<file path="config.mk">
export PLATFORM = sky130hd
export DESIGN_NAME = mem_lsu
export DESIGN_NICKNAME = d
export VERILOG_FILES = /design/src/rtl/riscv_pkg.sv /design/src/rtl/lsu_align.sv /design/src/rtl/mem_lsu.sv
export SDC_FILE = /design/constraint.sdc
export NUM_CORES = 1
export LEC_CHECK = 0
export CORE_UTILIZATION = 40
export DETAILED_ROUTE_END_ITERATION = 10
export DONT_BUFFER_PORTS = 1
export SYNTH_ARGS = -nofsm -noshare
export SYNTH_HDL_FRONTEND = slang
export SYNTH_SLANG_ARGS = --single-unit
</file>
<file path="constraint.sdc">
create_clock -name clk -period 5.2 [get_ports clk]
set_clock_uncertainty 0.15 [all_clocks]
set_input_delay 0 -clock clk [delete_from_list [all_inputs] [get_ports clk]]
set_output_delay 0 -clock clk [all_outputs]
set_load 0.02 [all_outputs]
</file>
<file path="src/rtl/riscv_pkg.sv">
// Shared RISC-V core definitions: memory-op encoding, LSU FSM states, byte-enable masks
// and small op-classification helpers.
package riscv_pkg;

    localparam logic [3:0] MEM_NONE = 4'd0;
    localparam logic [3:0] MEM_LB   = 4'd1;
    localparam logic [3:0] MEM_LH   = 4'd2;
    localparam logic [3:0] MEM_LW   = 4'd3;
    localparam logic [3:0] MEM_LBU  = 4'd4;
    localparam logic [3:0] MEM_LHU  = 4'd5;
    localparam logic [3:0] MEM_SB   = 4'd6;
    localparam logic [3:0] MEM_SH   = 4'd7;
    localparam logic [3:0] MEM_SW   = 4'd8;

    localparam logic [0:0] ST_IDLE = 1'b0;
    localparam logic [0:0] ST_WAIT = 1'b1;

    localparam logic [3:0] BE_BYTE    = 4'b0001;
    localparam logic [3:0] BE_HALF_LO = 4'b0011;
    localparam logic [3:0] BE_HALF_HI = 4'b1100;
    localparam logic [3:0] BE_WORD    = 4'b1111;

    // Codes 9..15 fall outside this range and behave as NONE.
    function automatic logic is_mem_op(input logic [3:0] op);
        return (op >= MEM_LB) && (op <= MEM_SW);
    endfunction

    function automatic logic is_store(input logic [3:0] op);
        return (op == MEM_SB) || (op == MEM_SH) || (op == MEM_SW);
    endfunction

    function automatic logic is_misaligned(input logic [3:0] op, input logic [1:0] lo);
        logic half_op;
        logic word_op;
        half_op = (op == MEM_LH) || (op == MEM_LHU) || (op == MEM_SH);
        word_op = (op == MEM_LW) || (op == MEM_SW);
        return (half_op && lo[0]) || (word_op && (lo != 2'b00));
    endfunction

endpackage

</file>
<file path="src/rtl/lsu_align.sv">
// Combinational lane steering for the LSU: store byte-enables and data replication on the
// request side, load byte/half extraction with sign or zero extension on the response side.
module lsu_align
    import riscv_pkg::*;
(
    input  logic [3:0]  st_op,
    input  logic [1:0]  st_addr_lo,
    input  logic [31:0] st_data,
    output logic [3:0]  st_be,
    output logic [31:0] st_wdata,
    input  logic [3:0]  ld_op,
    input  logic [1:0]  ld_addr_lo,
    input  logic [31:0] ld_rdata,
    output logic [31:0] ld_data
);

    logic signed [7:0]  ld_byte;
    logic signed [15:0] ld_half;

    always_comb begin
        st_be    = 4'b0000;
        st_wdata = 32'd0;
        case (st_op)
            MEM_LB, MEM_LBU, MEM_SB: st_be = BE_BYTE << st_addr_lo;
            MEM_LH, MEM_LHU, MEM_SH: st_be = st_addr_lo[1] ? BE_HALF_HI : BE_HALF_LO;
            MEM_LW, MEM_SW:          st_be = BE_WORD;
            default:                 st_be = 4'b0000;
        endcase
        case (st_op)
            MEM_SB:  st_wdata = {4{st_data[7:0]}};
            MEM_SH:  st_wdata = {2{st_data[15:0]}};
            MEM_SW:  st_wdata = st_data;
            default: st_wdata = 32'd0;
        endcase
    end

    always_comb begin
        ld_byte = 8'sd0;
        case (ld_addr_lo)
            2'd0:    ld_byte = ld_rdata[7:0];
            2'd1:    ld_byte = ld_rdata[15:8];
            2'd2:    ld_byte = ld_rdata[23:16];
            default: ld_byte = ld_rdata[31:24];
        endcase
        ld_half = ld_addr_lo[1] ? ld_rdata[31:16] : ld_rdata[15:0];

        ld_data = 32'd0;
        case (ld_op)
            MEM_LB:  ld_data = 32'(ld_byte);
            MEM_LH:  ld_data = 32'(ld_half);
            MEM_LW:  ld_data = ld_rdata;
            MEM_LBU: ld_data = {24'd0, ld_byte};
            MEM_LHU: ld_data = {16'd0, ld_half};
            default: ld_data = 32'd0;
        endcase
    end

endmodule

</file>
<file path="src/rtl/mem_lsu.sv">
// Load/store unit: accepts one execute-stage op at a time, runs a single data-bus access
// with timeout, and returns a one-cycle writeback pulse (result, load data or exception).
module mem_lsu
    import riscv_pkg::*;
#(
    parameter int TIMEOUT_CYCLES = 16
) (
    input  logic        clk,
    input  logic        rst,
    input  logic        ex_valid,
    output logic        ex_ready,
    input  logic [3:0]  ex_mem_op,
    input  logic [31:0] ex_result,
    input  logic [31:0] ex_store_data,
    input  logic [4:0]  ex_rd,
    input  logic        ex_rd_we,
    output logic        dmem_req,
    output logic        dmem_we,
    output logic [31:0] dmem_addr,
    output logic [3:0]  dmem_be,
    output logic [31:0] dmem_wdata,
    input  logic        dmem_ack,
    input  logic [31:0] dmem_rdata,
    output logic        wb_valid,
    output logic [4:0]  wb_rd,
    output logic        wb_we,
    output logic [31:0] wb_data,
    output logic        exc_misaligned,
    output logic        exc_bus
);

    logic [0:0]  state;
    logic [7:0]  wait_cnt;
    logic [3:0]  op_p1;
    logic [1:0]  addr_lo_p1;
    logic [4:0]  rd_p1;
    logic        rd_we_p1;

    logic        accept;
    logic        wait_last;
    logic [3:0]  st_be;
    logic [31:0] st_wdata;
    logic [31:0] ld_data;

    assign ex_ready  = (state == ST_IDLE);
    assign accept    = ex_valid && ex_ready;
    assign wait_last = (wait_cnt == 8'(TIMEOUT_CYCLES - 1));

    lsu_align u_align (
        .st_op      (ex_mem_op),
        .st_addr_lo (ex_result[1:0]),
        .st_data    (ex_store_data),
        .st_be      (st_be),
        .st_wdata   (st_wdata),
        .ld_op      (op_p1),
        .ld_addr_lo (addr_lo_p1),
        .ld_rdata   (dmem_rdata),
        .ld_data    (ld_data)
    );

    always_ff @(posedge clk or posedge rst) begin
        if (rst) begin
            state          <= ST_IDLE;
            wait_cnt       <= 8'd0;
            op_p1          <= MEM_NONE;
            addr_lo_p1     <= 2'd0;
            rd_p1          <= 5'd0;
            rd_we_p1       <= 1'b0;
            dmem_req       <= 1'b0;
            dmem_we        <= 1'b0;
            dmem_addr      <= 32'd0;
            dmem_be        <= 4'd0;
            dmem_wdata     <= 32'd0;
            wb_valid       <= 1'b0;
            wb_rd          <= 5'd0;
            wb_we          <= 1'b0;
            wb_data        <= 32'd0;
            exc_misaligned <= 1'b0;
            exc_bus        <= 1'b0;
        end else begin
            // Result flags are single-cycle pulses unless re-armed below.
            wb_valid       <= 1'b0;
            exc_misaligned <= 1'b0;
            exc_bus        <= 1'b0;
            case (state)
                ST_IDLE: begin
                    if (accept) begin
                        if (!is_mem_op(ex_mem_op)) begin
                            wb_valid <= 1'b1;
                            wb_rd    <= ex_rd;
                            wb_we    <= ex_rd_we && (ex_rd != 5'd0);
                            wb_data  <= ex_result;
                        end else if (is_misaligned(ex_mem_op, ex_result[1:0])) begin
                            wb_valid       <= 1'b1;
                            wb_rd          <= ex_rd;
                            wb_we          <= 1'b0;
                            wb_data        <= 32'd0;
                            exc_misaligned <= 1'b1;
                        end else begin
                            state      <= ST_WAIT;
                            wait_cnt   <= 8'd0;
                            op_p1      <= ex_mem_op;
                            addr_lo_p1 <= ex_result[1:0];
                            rd_p1      <= ex_rd;
                            rd_we_p1   <= ex_rd_we;
                            dmem_req   <= 1'b1;
                            dmem_we    <= is_store(ex_mem_op);
                            dmem_addr  <= {ex_result[31:2], 2'b00};
                            dmem_be    <= st_be;
                            dmem_wdata <= st_wdata;
                        end
                    end
                end
                ST_WAIT: begin
                    // An ack in the terminal wait cycle still completes normally.
                    if (dmem_ack) begin
                        state    <= ST_IDLE;
                        wait_cnt <= 8'd0;
                        dmem_req <= 1'b0;
                        wb_valid <= 1'b1;
                        wb_rd    <= rd_p1;
                        wb_we    <= rd_we_p1 && (rd_p1 != 5'd0) && !is_store(op_p1);
                        wb_data  <= is_store(op_p1) ? 32'd0 : ld_data;
                    end else if (wait_last) begin
                        state    <= ST_IDLE;
                        wait_cnt <= 8'd0;
                        dmem_req <= 1'b0;
                        wb_valid <= 1'b1;
                        wb_rd    <= rd_p1;
                        wb_we    <= 1'b0;
                        wb_data  <= 32'd0;
                        exc_bus  <= 1'b1;
                    end else begin
                        wait_cnt <= wait_cnt + 8'd1;
                    end
                end
                default: state <= ST_IDLE;
            endcase
        end
    end

endmodule
</file>
==> results <==
- The largest single stage delay on the critical path is 1.07 ns.
- The growth of design area from synthesis to finish is 29.48%.
- The width of the die is 131.6 um.
- The first routing iteration left 380 violations.
- After routing, the total negative slack on setup checks comes to 0 ns.
- The ratio of routed vias to standard cells is 5.774.
- The cell area after technology mapping is 6715 um^2.
- In the synthesized netlist the async set-or-reset flop fraction comes to 100.0%.
- By startpoint and endpoint, the worst setup path is classified as reg -> reg.
- The number of vias in the routed layout is 5474.
- The number of max-slew violations in the final report is 0.
- Setup repair after global routing left no endpoint under its margin.
- The core area is 16470 um^2.
- The H-tree was split into 4 levels.
- The first-pass detailed-route iteration total is 5.
- The class of the worst hold path is in -> reg.
- The cell at the root of the clock tree is clkbuf_16.
- The number of cells on the critical path is 6.
- The static leakage is 3.725 nW.
- The flow ran to the end, and the final reports show no timing, DRC or antenna violations.
- The share of the yosys chip area belonging to registers is 48.44%.
- In this run the deepest clock path goes through 2 buffers.
- The final non-filler cell total is 948.
- In this run the cell area measured after placement is 6838 um^2.
- For this design the top-level I/O count stands at 222.
- Traced cell by cell, the critical path runs through nor4bb_1 > a211oi_1 > o221ai_1 > a22o_1 > dlygate4sd3_1 > mux2_2.
- The pin count of the biggest net entering global routing is 85.
- The share of synthesized area in the top cell type comes to 48.44%.
- The synthesized design contains 0 enable-type register cells.
- The data arrival time of the worst path is 3.65 ns.
- Buffers placed on the I/O ports in this run total 0.
- The worst path in the final design needs a cycle of 3.446 ns, including I/O delays and setup.
- The final hold slack is 0.02156 ns.
- The number of standard cells after synthesis is 602.
- STA classifies the critical path startpoint as a register.
- The number of sinks handled by clock tree synthesis is 130.
- The number of global-route vias before repair is 5579.
- The cell area power density is 411.1 nW/um^2.
- The top cell types in the final layout, fill and taps aside, are dfrtp_1 (130), dlygate4sd3_1 (129), nand2_1 (53).
- The average cell area after synthesis is 11.15 um^2.
- Counting distinct cell types in the post-synthesis netlist gives 62.
- The worst-case IR drop observed on VDD is 0.0002391 V.
- The fraction of layout cells with a size suffix above 1 is 17.45%.
- The synthesized design spends more area on one cell type than any other, namely dfrtp_1.
- In this run the critical register-to-register path is launched from op_p1[2].
- The final core area utilization is 52.80%.
- The final weighted congestion in routability-driven placement is 0.8983.
- Of all nets on the critical path, the largest fanout is 12.
- The post-synthesis sequential element count is 130.
- The count of inserted antenna diode cells is 0.
- The count of nets left with antenna violations once routing finished came out at 0.
- The total overflow reported by the global router is 0.
- After routing the design area is 8695 um^2.
- The final number of setup-violating endpoints is 0.
- The number of antenna violations at the first check in global routing is 0.
- The actual slew at the worst max-slew pin is 1.204 ns.
- The family of cells with the greatest summed delay on the critical path is simple AND/OR/NAND/NOR gates.
- The library cell used most frequently in the layout, excluding fill and tap cells, is dfrtp_1.
- The number of fill cells in the layout is 1414.
- The die covers 17310 um^2.
- The clock reaches the later pin of the worst-skew pair after 0.41 ns.
- For this run, design rule violations remaining after detail routing come to 0.
- The endpoint of the worst-slack reg-to-reg timing path is wb_data[1].
- The required time reported for the critical path endpoint is 5.40 ns.
- The count of max-cap constraint violations is 0.
- The kind of end point of the critical path is a register.
- Yosys printed 0 warnings.
- Derived from the worst setup path, the maximum achievable clock frequency is 0.2902 GHz.
- Setup slack closes at 1.754 ns.
- The clock-pin slew on the worst setup and hold paths is 0.06 ns.
- In this run the worst setup path terminates at wb_data[1].
- The first global-routing pass estimated 31840 um of wire.
- Summing internal, switching and leakage power gives 3.574 mW.
- The routed design has 20110 um of wire.
- The effective utilization at floorplan is 40.78%.
- The number of hold-slack violations in the final timing report is 0.
- In this run the core area contains 47 standard-cell rows.
- The internal reg-to-reg setup slack is 1.75 ns.
- The number of instances in the placed design is 787.
- The vertical die dimension is 131.6 um.
- The number of nets in the layout is 826.
- Global routing used 23.57% of the available tracks.
- The number of clock buffers added by TritonCTS is 17.
- For this design, the slowest cell found on the critical path is nor4bb_1.
- The buffers plus inverters on the worst setup path is 1.
- For this run, the leading register cell type out of synthesis is dfrtp_1.
- The HPWL after detailed placement is 13150 um.
- Yosys attributes the largest share of cell area to dfrtp_1 (48%), mux2_2 (8.0%), mux2_4 (4.9%).
- In this run the worst setup path begins at op_p1[2].
- TritonCTS built the clock tree.
- The ratio of final minimum period to clock period is 66.27%.
- The routed length per placed instance is 21.21 um.
- The number of setup buffers added after CTS is 0.
- The worst-case setup slack after placement is 2.048 ns.
- The number of cells on the worst reg-to-reg path is 6.
- The headroom to the max-slew limit is 18.67%.
==> synth_stat cells, types with 3 or more instances <==
library cell,count
dfrtp_1,130
nand2_1,53
mux2_2,48
nor2_1,37
o21ai_0,35
mux2i_1,30
a21oi_1,28
mux2_4,22
clkbuf_1,21
inv_1,18
a22o_1,17
a22oi_1,16
mux2_1,10
o21ai_1,10
a31oi_1,9
buf_2,9
o2bb2ai_2,9
buf_6,8
o2bb2ai_1,8
nand2b_1,7
o21bai_1,7
nor3_1,5
o221ai_1,5
a21o_1,4
nand3_1,4
nor2b_1,4
a32oi_1,3
or4b_1,3
==> power by group <==
group / internal [mW] / switching (mW) / leakage, nW / total, mW
clock: 0.682 / 0.459 / 0.264 / 1.14
sequential: 1.24 / 0.467 / 1.67 / 1.70
combinational: 0.400 / 0.328 / 1.79 / 0.728
total: 2.32 / 1.25 / 3.73 / 3.57
==> final cells by class <==
type,count,area [um^2],area share [%]
Multi-Input combinational cell,414,3199,36.80
Clock buffer,20,456.7,5.253
Timing Repair Buffer,134,1329,15.28
Sequential cell,130,3253,37.42
Inverter,18,72.57,0.8347
Tap cell,220,275.3,3.166
Clock inverter,12,108.9,1.252
==> flip-flops by register name, summed over array words and instances (netlist names), 4 cells and up <==
signal,flops
dmem_wdata,32
wb_data,32
dmem_addr,30
wait_cnt,8
rd_p1,5
wb_rd,5
dmem_be,4
op_p1,4
==> metal layers <==
layer  GRT usage, %  wire length (um)  vias up
met3          7.562              1911       51
met4          8.527               453        0
met2          37.74              9508      315
met5              0                 0        -
li1               -                 -     2421
met1          29.72              8235     2687
==> cell families (layout without fill, tap and decap cells) <==
group	count (synthesis)	after routing	share of synthesized area, %
flip-flops	130	130	48.44
adder cells (fa/ha/maj)	2	2	0.3354
AO/OA/AOI/OAI	167	167	17.76
AND/OR/NAND/NOR	129	129	9.093
XOR/XNOR	3	3	0.3914
other	1	2	0.05584
multiplexers	111	111	19.45
buffers and inverters	59	184	4.472
==> worst min-delay path by stage <==
stage               slack [ns]  cells after the start       endpoint             start
floorplan                -0.02                      1  dmem_wdata[0]  ex_store_data[0]
global placement         -0.09                      1   dmem_addr[7]               rst
detailed placement       -0.09                      1    wb_data[12]               rst
CTS                     0.0004                      5     dmem_be[1]      ex_result[0]
global route              0.03                      3    wb_data[15]     dmem_rdata[7]
finish                    0.02                      5     dmem_be[1]      ex_result[0]
==> worst min-delay path, stage by stage <==
cell and delay [ns]:
o21ai_0 0.05, nand2_1 0.08, a21oi_1 0.07, o21ai_0 0.20
mux2_4 0.16
==> what timing repair did <==
item / in CTS / in global routing
hold endpoints to repair: 211 / 0
resized for setup: 0 / 0
hold buffers: 129 / 0
(Power assumes the default switching activity.)
